`config.mk`:
```
export PLATFORM = sky130hd
export DESIGN_NAME = adc_scan_sched
export DESIGN_NICKNAME = d
export VERILOG_FILES = /design/src/rtl/adc_scan_sched.sv
export SDC_FILE = /design/constraint.sdc
export NUM_CORES = 1
export LEC_CHECK = 0
export CAP_MARGIN = 20
export CORE_MARGIN = 1
export CORE_UTILIZATION = 59
export CTS_BUF_LIST = sky130_fd_sc_hd__clkbuf_4
export DETAILED_ROUTE_END_ITERATION = 8
export PLACE_DENSITY = 0.93
export SLEW_MARGIN = 10
export SYNTH_ARGS = -nofsm -noshare
export SYNTH_HDL_FRONTEND = slang
export SYNTH_SLANG_ARGS = --single-unit
```
`constraint.sdc`:
```
create_clock -name clk -period 4.4 [get_ports clk]
set_input_delay 0.88 -clock clk [delete_from_list [all_inputs] [get_ports clk]]
set_output_delay 0.88 -clock clk [all_outputs]
set_load 0.05 [all_outputs]
```
`src/rtl/adc_scan_sched.sv`:
```
// ADC0809 channel scheduler: round-robin scan of enabled inputs, on-demand requests
// with priority, one conversion at a time via start/done handshake, per-channel result store.
module adc_scan_sched #(
    parameter int SETUP_CYC = 4,
    parameter int GAP_CYC   = 16,
    parameter int TIMEOUT   = 4096
) (
    input  logic       clk,
    input  logic       rst,
    input  logic       enable,
    input  logic [7:0] ch_mask,
    input  logic       req_valid,
    input  logic [2:0] req_ch,
    output logic       req_ready,
    output logic [2:0] conv_ch,
    output logic       conv_start,
    input  logic       conv_done,
    input  logic [7:0] conv_data,
    output logic       res_valid,
    output logic [2:0] res_ch,
    output logic       res_src,
    output logic [7:0] res_data,
    output logic       timeout_err,
    output logic       busy,
    input  logic [2:0] rd_ch,
    output logic [7:0] rd_data
);

    localparam logic [2:0] S_IDLE  = 3'd0;
    localparam logic [2:0] S_SETUP = 3'd1;
    localparam logic [2:0] S_ISSUE = 3'd2;
    localparam logic [2:0] S_WAIT  = 3'd3;
    localparam logic [2:0] S_STORE = 3'd4;
    localparam logic [2:0] S_GAP   = 3'd5;

    logic [2:0]  state;
    logic [15:0] cnt;
    logic [2:0]  ch;
    logic        src;
    logic [2:0]  scan_ptr;
    logic [7:0]  data_q;
    logic [7:0]  regfile [8];
    logic [2:0]  scan_next;
    logic [2:0]  idx;
    logic        expired;

    // scan_ptr holds the first candidate channel; walk downwards so the nearest set bit wins
    always_comb begin
        scan_next = scan_ptr;
        idx       = scan_ptr;
        for (int i = 7; i >= 0; i--) begin
            idx = scan_ptr + 3'(i);
            if (ch_mask[idx]) begin
                scan_next = idx;
            end
        end
    end

    assign expired = (cnt == 16'(TIMEOUT - 1));

    always_ff @(posedge clk or posedge rst) begin
        if (rst) begin
            state    <= S_IDLE;
            cnt      <= '0;
            ch       <= '0;
            src      <= 1'b0;
            scan_ptr <= '0;
            data_q   <= '0;
        end else begin
            case (state)
                S_IDLE: begin
                    cnt <= '0;
                    if (req_valid) begin
                        ch    <= req_ch;
                        src   <= 1'b1;
                        state <= S_SETUP;
                    end else if (enable && (ch_mask != 8'd0)) begin
                        ch       <= scan_next;
                        src      <= 1'b0;
                        scan_ptr <= scan_next + 3'd1;
                        state    <= S_SETUP;
                    end
                end
                S_SETUP: begin
                    if (cnt == 16'(SETUP_CYC - 1)) begin
                        cnt   <= '0;
                        state <= S_ISSUE;
                    end else begin
                        cnt <= cnt + 16'd1;
                    end
                end
                S_ISSUE: begin
                    cnt   <= '0;
                    state <= S_WAIT;
                end
                S_WAIT: begin
                    // a done arriving in the expiry cycle still counts as success
                    if (conv_done) begin
                        data_q <= conv_data;
                        cnt    <= '0;
                        state  <= S_STORE;
                    end else if (expired) begin
                        cnt   <= '0;
                        state <= S_GAP;
                    end else begin
                        cnt <= cnt + 16'd1;
                    end
                end
                S_STORE: begin
                    cnt   <= '0;
                    state <= S_GAP;
                end
                S_GAP: begin
                    if ((GAP_CYC == 0) || (cnt == 16'(GAP_CYC - 1))) begin
                        cnt   <= '0;
                        state <= S_IDLE;
                    end else begin
                        cnt <= cnt + 16'd1;
                    end
                end
                default: begin
                    cnt   <= '0;
                    state <= S_IDLE;
                end
            endcase
        end
    end

    // reading a channel in the cycle it is written returns the previous value
    always_ff @(posedge clk or posedge rst) begin
        if (rst) begin
            for (int i = 0; i < 8; i++) begin
                regfile[i] <= '0;
            end
            rd_data <= '0;
        end else begin
            if (state == S_STORE) begin
                regfile[ch] <= data_q;
            end
            rd_data <= regfile[rd_ch];
        end
    end

    assign req_ready   = (state == S_IDLE) && req_valid;
    assign conv_ch     = ch;
    assign conv_start  = (state == S_ISSUE);
    assign res_valid   = (state == S_STORE);
    assign res_ch      = ch;
    assign res_src     = src;
    assign res_data    = data_q;
    assign timeout_err = (state == S_WAIT) && !conv_done && expired;
    assign busy        = (state != S_IDLE);

endmodule

```
==> metrics, run 1 <==
status finished, final reports clean; CP max FO 5; full die area 9960 um2; largest net degree at the start of global routing 107; setup bufs post-CTS 0; sequential area share after synthesis 47.0%; CTS buffer count 9; Area Overhead vs Synth 12.6%; crit-path max cell delay 840 ps; DRT iter0 DRCs 190; total power 4320 uW; DP Worst Slack 497 ps; Die H 99.8 um; highest achievable clock rate 0.272 GHz; n_diodes 0; gr usage total 24.3%; Top delay family on crit path buffers and inverters; Max transition margin 39.3%; CTS tree yes; CP arrival 2800 ps; Crit Path Category register to primary output; vias in the first global route 3752; Post-Syn Instances 452; # nets final 527; Post-synth EDFFs 0; Core Area 9240 um2; Mapped Nets 483; peak supply drop 0.000523 V; Ports 55; most common cell after layout, fill and taps aside dfrtp_1; crit end category primary output; post-route cell area 6350 um2; IO Port Bufs 54; Seq cells post-synth 106; endpoints failing setup 0; CTS clk-pin slew, worst paths 160 ps; # rows 35; CP Launch Point cnt[0]$_DFF_PP0_; vias per inst 6.11; share of the synthesized area in the top cell type 47.0%; DR vias 3849; hold-fix buffers at CTS 0; RSZ-0062 raised after global routing no; CTS Root Cell clkbuf_4; commonest non-fill, non-tap cells in the layout dfrtp_1 (106), mux2_2 (86), clkdlybuf4s50_1 (54); top post-synthesis cells by area dfrtp_1 (47%), mux2_2 (17%), mux4_2 (8.8%), nor2_1 (1.7%), mux2i_1 (1.6%); Post-route DRC 0; GRT overflow 0; Final Hold Viols 0; Hold Path Class register to register; Final TNS setup 0 ps; largest area contributor in the netlist dfrtp_1; layout cells sized above 1 27.5%; RR Startpoint scan_ptr[0]$_DFFE_PP0P_; power per cell area 681 nW/um2; H-Tree Depth 3; final std cells w/o fill 630; Clock Latency Late Sink 450 ps; async set-reset flop share out of synthesis 100%; Final ANT Viol Nets 0; Synth Cell Area 5640 um2; clock buffer depth 2; Bufs and invs on worst path 1; first-pass GRT wire length 18.8 mm; DR pass1 iterations 5; Fill cells 660; starting density of the core 61.0%; clock skew 14.7 ps; area post-placement 6230 um2; DP HPWL 7.79 mm; Worst Slack Setup Final 721 ps; CP dominant cell by count and3_1; syn_area_per_cell 12.5 um2; Synth warnings 0; critical-path cell list ha_1, and3_1, and3_1, nand2_1, nor3_1, clkdlybuf4s50_1; Worst Hold Launch cnt[0]$_DFF_PP0_; Worst Tran Pin Value 907 ps; fin crit period 3680 ps; post-route clock period utilization 83.6%; Worst EP required 3520 ps; maxcap violations 0; Avg WL per Cell 18.1 um; Pins Over Slew Limit 0; Clock Sinks 106; initial antenna violation count 0; Leakage Power 0.00290 uW; post-CTS resize count 0; ys flop type dfrtp_1; WL final 11.4 mm; die width 99.8 um; slowest CP cell clkdlybuf4s50_1; GP Congestion 0.877; crit start category register; Inst Count DP 614; number of library cell types mapped by synthesis 59
==> final cells by class <==
type / instances / area [um2] / area share, %
repair buffers: 59 / 591 / 9.30
well taps: 129 / 161 / 2.54
clock buffers: 11 / 82.6 / 1.30
multi-input cells: 309 / 2780 / 43.8
inverters: 11 / 43.8 / 0.690
clock inverters: 5 / 40.0 / 0.631
flip-flops and latches: 106 / 2650 / 41.8
==> cell usage after synthesis, types with 3 or more instances <==
master and n:
mux4_2 22, nand2_1 22, nor3_1 8, buf_1 3
nor2_1 26, mux2_2 86, a31oi_1 3, nor4_1 3
or3_1 3, mux2i_1 9, o21ai_0 16, and2_1 4
a21oi_1 10, buf_6 5, ha_1 4, a22oi_1 3
clkbuf_1 12, dfrtp_1 106, buf_4 4, nor2b_1 9
xor2_1 10, nand3_1 13, and3_1 11, xnor2_1 6
inv_1 11
==> power by group <==
part / switching, uW / internal, uW / total, uW
clock network: 316 / 133 / 449
registers: 312 / 1310 / 1620
logic: 1240 / 1010 / 2250
==> metal layers <==
layer / GRT usage (%) / wire (um) / vias to the layer above
li1: - / - / 1751
met1: 34.4 / 5090 / 1973
met2: 39.2 / 5720 / 109
met3: 4.74 / 486 / 16
met4: 5.77 / 133 / 0
met5: 0 / 0 / -
==> per-stage QoR <==
| stage | hold slack (ps) | util, % |
|---|---|---|
| after CTS | 505 | 68.7 |
| after global placement | 469 | 67.4 |
| after floorplan | 447 | - |
| final | 505 | 68.7 |
| after detailed placement | 477 | 67.4 |
| after global routing | 522 | 68.7 |
==> cell families (layout without fill, tap and decap cells) <==
family          count (synthesis)  count (layout)  share of synthesized area [%]
compound gates                 57              57                           6.88
xor+xnor                       17              17                           2.77
fa+ha+maj                       4               4                          0.887
buf+inv                        37              86                           3.70
flops                         106             106                           47.0
mux                           120             120                           28.7
simple gates                  111             111                           9.98
==> sequential cells by signal (all words and copies together) (netlist names) <==
| signal | count |
|---|---|
| cnt | 16 |
| conv_ch | 3 |
| rd_data | 8 |
| regfile | 64 |
| res_data | 8 |
| res_src | 1 |
| scan_ptr | 3 |
| state | 3 |
==> worst reg2reg max path, cell delays in order (launching register included) <==
cell       delay, ps
dfrtp_1          350
buf_4            250
inv_1            140
ha_1             500
mux4_2           420
mux2_4           320
a21o_2           220
a31oi_1          130
nor4_1            70
o211ai_1         250
nand2_1           90
ha_1             220
o21a_1           200
a2bb2oi_1        130
nor2_1            70
a2bb2oi_1        140
==> path summary, 6_finish.rpt <==
check                                          endpoint  slack, ps  depth (start not counted)
worst min register to register         cnt[0]$_DFF_PP0_        500                          1
max in group asynchronous       regfile[39]$_DFFE_PP0P_       3090                          3
worst max register to register  scan_ptr[2]$_DFFE_PP0P_        790                         15
worst min-delay path                   cnt[0]$_DFF_PP0_        500                          1
worst max-delay path                        timeout_err        720                          6
min in group asynchronous       res_data[2]$_DFFE_PP0P_        890                          3
No activity file was read; power rests on OpenSTA's default activity.
==> run 2: changes to the inputs <==
Clock period 4.4 ns to 3.7 ns, I/O delays scaled along.
==> metrics, run 2 (synthesis results as in run 1) <==
Clock Latency Late Sink 470 ps (+20 ps); layout cells sized above 1 28.5% (+0.94 points); peak supply drop 0.000612 V (+17%); CTS Root Cell clkbuf_4; Clock Sinks 106 (unchanged); Worst Tran Pin Value 759 ps (-148 ps); endpoints failing setup 0 (unchanged); Regs by FF count regfile (64), cnt (16); Inst Count DP 623 (+1.5%); critical-path cell list ha_1, and3_1, and3_1, nand2_1, nor3_1, clkdlybuf4s50_1; commonest non-fill, non-tap cells in the layout dfrtp_1 (106), mux2_2 (86), clkdlybuf4s50_1 (54); CP max FO 5 (unchanged); setup bufs post-CTS 0 (unchanged); Worst EP required 2960 ps (-560 ps); first-pass GRT wire length 19.7 mm (+5.1%); die width 99.8 um (unchanged); GRT overflow 0 (unchanged); full die area 9960 um2 (unchanged); Crit Path Category register to primary output; starting density of the core 61.0% (unchanged); clock skew 13.2 ps (-1.56 ps); Largest Register regfile; # nets final 536 (+1.7%); Max transition margin 49.4% (+10 points); CP Launch Point cnt[0]$_DFF_PP0_; hold path endpoint regfile[37]$_DFFE_PP0P_; CTS buffer count 9 (unchanged); H-Tree Depth 3 (unchanged); Final Hold Viols 0 (unchanged); max FFs per register 64 (unchanged); crit start category register; Ports 55 (unchanged); crit end category primary output; DR vias 3855 (+0.16%); WL final 11.7 mm (+2.6%); highest achievable clock rate 0.285 GHz; Hold WS 523 ps (+18.2 ps); vias per inst 6.04 (-1.1%); area post-placement 6290 um2 (+1.1%); Die H 99.8 um (unchanged); CP arrival 2760 ps (-40 ps); n_diodes 0 (unchanged); IO Port Bufs 54 (unchanged); Pins Over Slew Limit 0 (unchanged); most common cell after layout, fill and taps aside dfrtp_1; RSZ-0062 raised after global routing no; initial antenna violation count 0 (unchanged); crit-path max cell delay 830 ps (about the same); DRT iter0 DRCs 209 (+10%); WHS Path Cells 1 (unchanged); DP HPWL 8.24 mm (+5.8%); power per cell area 810 nW/um2 (+19%); Leakage Power 0.00293 uW (+1.1%); Area Overhead vs Synth 13.5%; DR pass1 iterations 4 (-1); hold-fix buffers at CTS 0 (unchanged); # rows 35 (unchanged); slowest CP cell clkdlybuf4s50_1; CP dominant cell by count and3_1; Final ANT Viol Nets 0 (unchanged); worst r2r dst scan_ptr[2]$_DFFE_PP0P_; Storage cell area 2650 um2 (unchanged); Worst Hold Launch regfile[37]$_DFFE_PP0P_; largest net degree at the start of global routing 63 (-41%); CTS tree yes; final std cells w/o fill 638 (+1.3%); area of the multi-input gates 2780 um2 (unchanged); maxcap violations 0 (unchanged); post-route cell area 6400 um2 (+0.83%); Post-route DRC 0 (unchanged); Core Area 9240 um2 (unchanged); Worst R2R Setup Slack 440 ps (-350 ps); Avg WL per Cell 18.4 um (+1.3%); clock buffer depth 2 (unchanged); cells on worst reg2reg path 14 (-1); Fill cells 669 (+1.4%); post-CTS resize count 0 (unchanged); Hold Path Class register to register; Final TNS setup 0 ps (unchanged); RR Startpoint scan_ptr[0]$_DFFE_PP0P_; fin crit period 3500 ps; CTS clk-pin slew, worst paths 150 ps (about the same); status finished, final reports clean; vias in the first global route 4051 (+8.0%); post-route clock period utilization 94.7%; gr usage total 25.8% (+1.5 points); GP Congestion 0.847 (-3.3%)
run 2: cell types whose count changed in the layout (fill, tap and decap cells not counted), sizes merged:
cell	previous run	this run
clkinv	2	3
inv	12	11
buf	5	14
clkbuf	11	10
run 2: power by group:
part	switching (uW)	internal [uW]	leakage, uW
logic	1500	1270	0.00145
clock network	366	140	0.0000559
registers	353	1560	0.00143
total	2220	2970	0.00293
run 2: routing by layer:
metal / vias up / GRT usage (%) / part of all wire [%]
met2: 118 / 42.9 / 50
met1: 1946 / 33.8 / 43
li1: 1771 / - / -
met3: 20 / 5.29 / 4.9
met5: - / 0 / 0
met4: 0 / 9.50 / 1.9
run 2: how the worst max path moves through the flow:
stage	cells after the start	to	slack [ps]
floorplan	1	cnt[0]$_DFF_PP0_	170
global route	6	timeout_err	20
CTS	6	timeout_err	170
global placement	13	scan_ptr[2]$_DFFE_PP0P_	70
detailed placement	13	scan_ptr[2]$_DFFE_PP0P_	-60
finish	6	timeout_err	200
run 2: final cells by class:
cell class	instances	area share [%]
clock inverter	5	0.508
sequential	106	41.4
multi-input combinational	309	43.4
tap	129	2.52
clock buffer	10	1.17
inverter	11	0.684
timing repair buffer	68	10.3
run 2: critical path, delay by kind of cell (launching register included):
kind | cells | cell delay [ps]
buf+inv | 1 | 830
simple gates | 4 | 790
flops | 1 | 430
fa+ha+maj | 1 | 250
run 2: metrics by stage:
| stage | total power (uW) | worst slack [ps] | utilization, % |
|---|---|---|---|
| 2_1_floorplan | 3970 | 171 | - |
| 5_1_grt | 5520 | 24.0 | 69.3 |
| 6_report | 5190 | 196 | 69.3 |
| 3_3_place_gp | 4570 | 66.9 | 68.1 |
| 3_5_place_dp | 4690 | -59.1 | 68.1 |
| 4_1_cts | 5200 | 166 | 69.3 |
==> run 3: changes to the inputs <==
Settings changed: CORE_MARGIN 1 to not set.
==> results of run 3 <==
The final DEF is identical to that of run 2; final timing and power are the same.
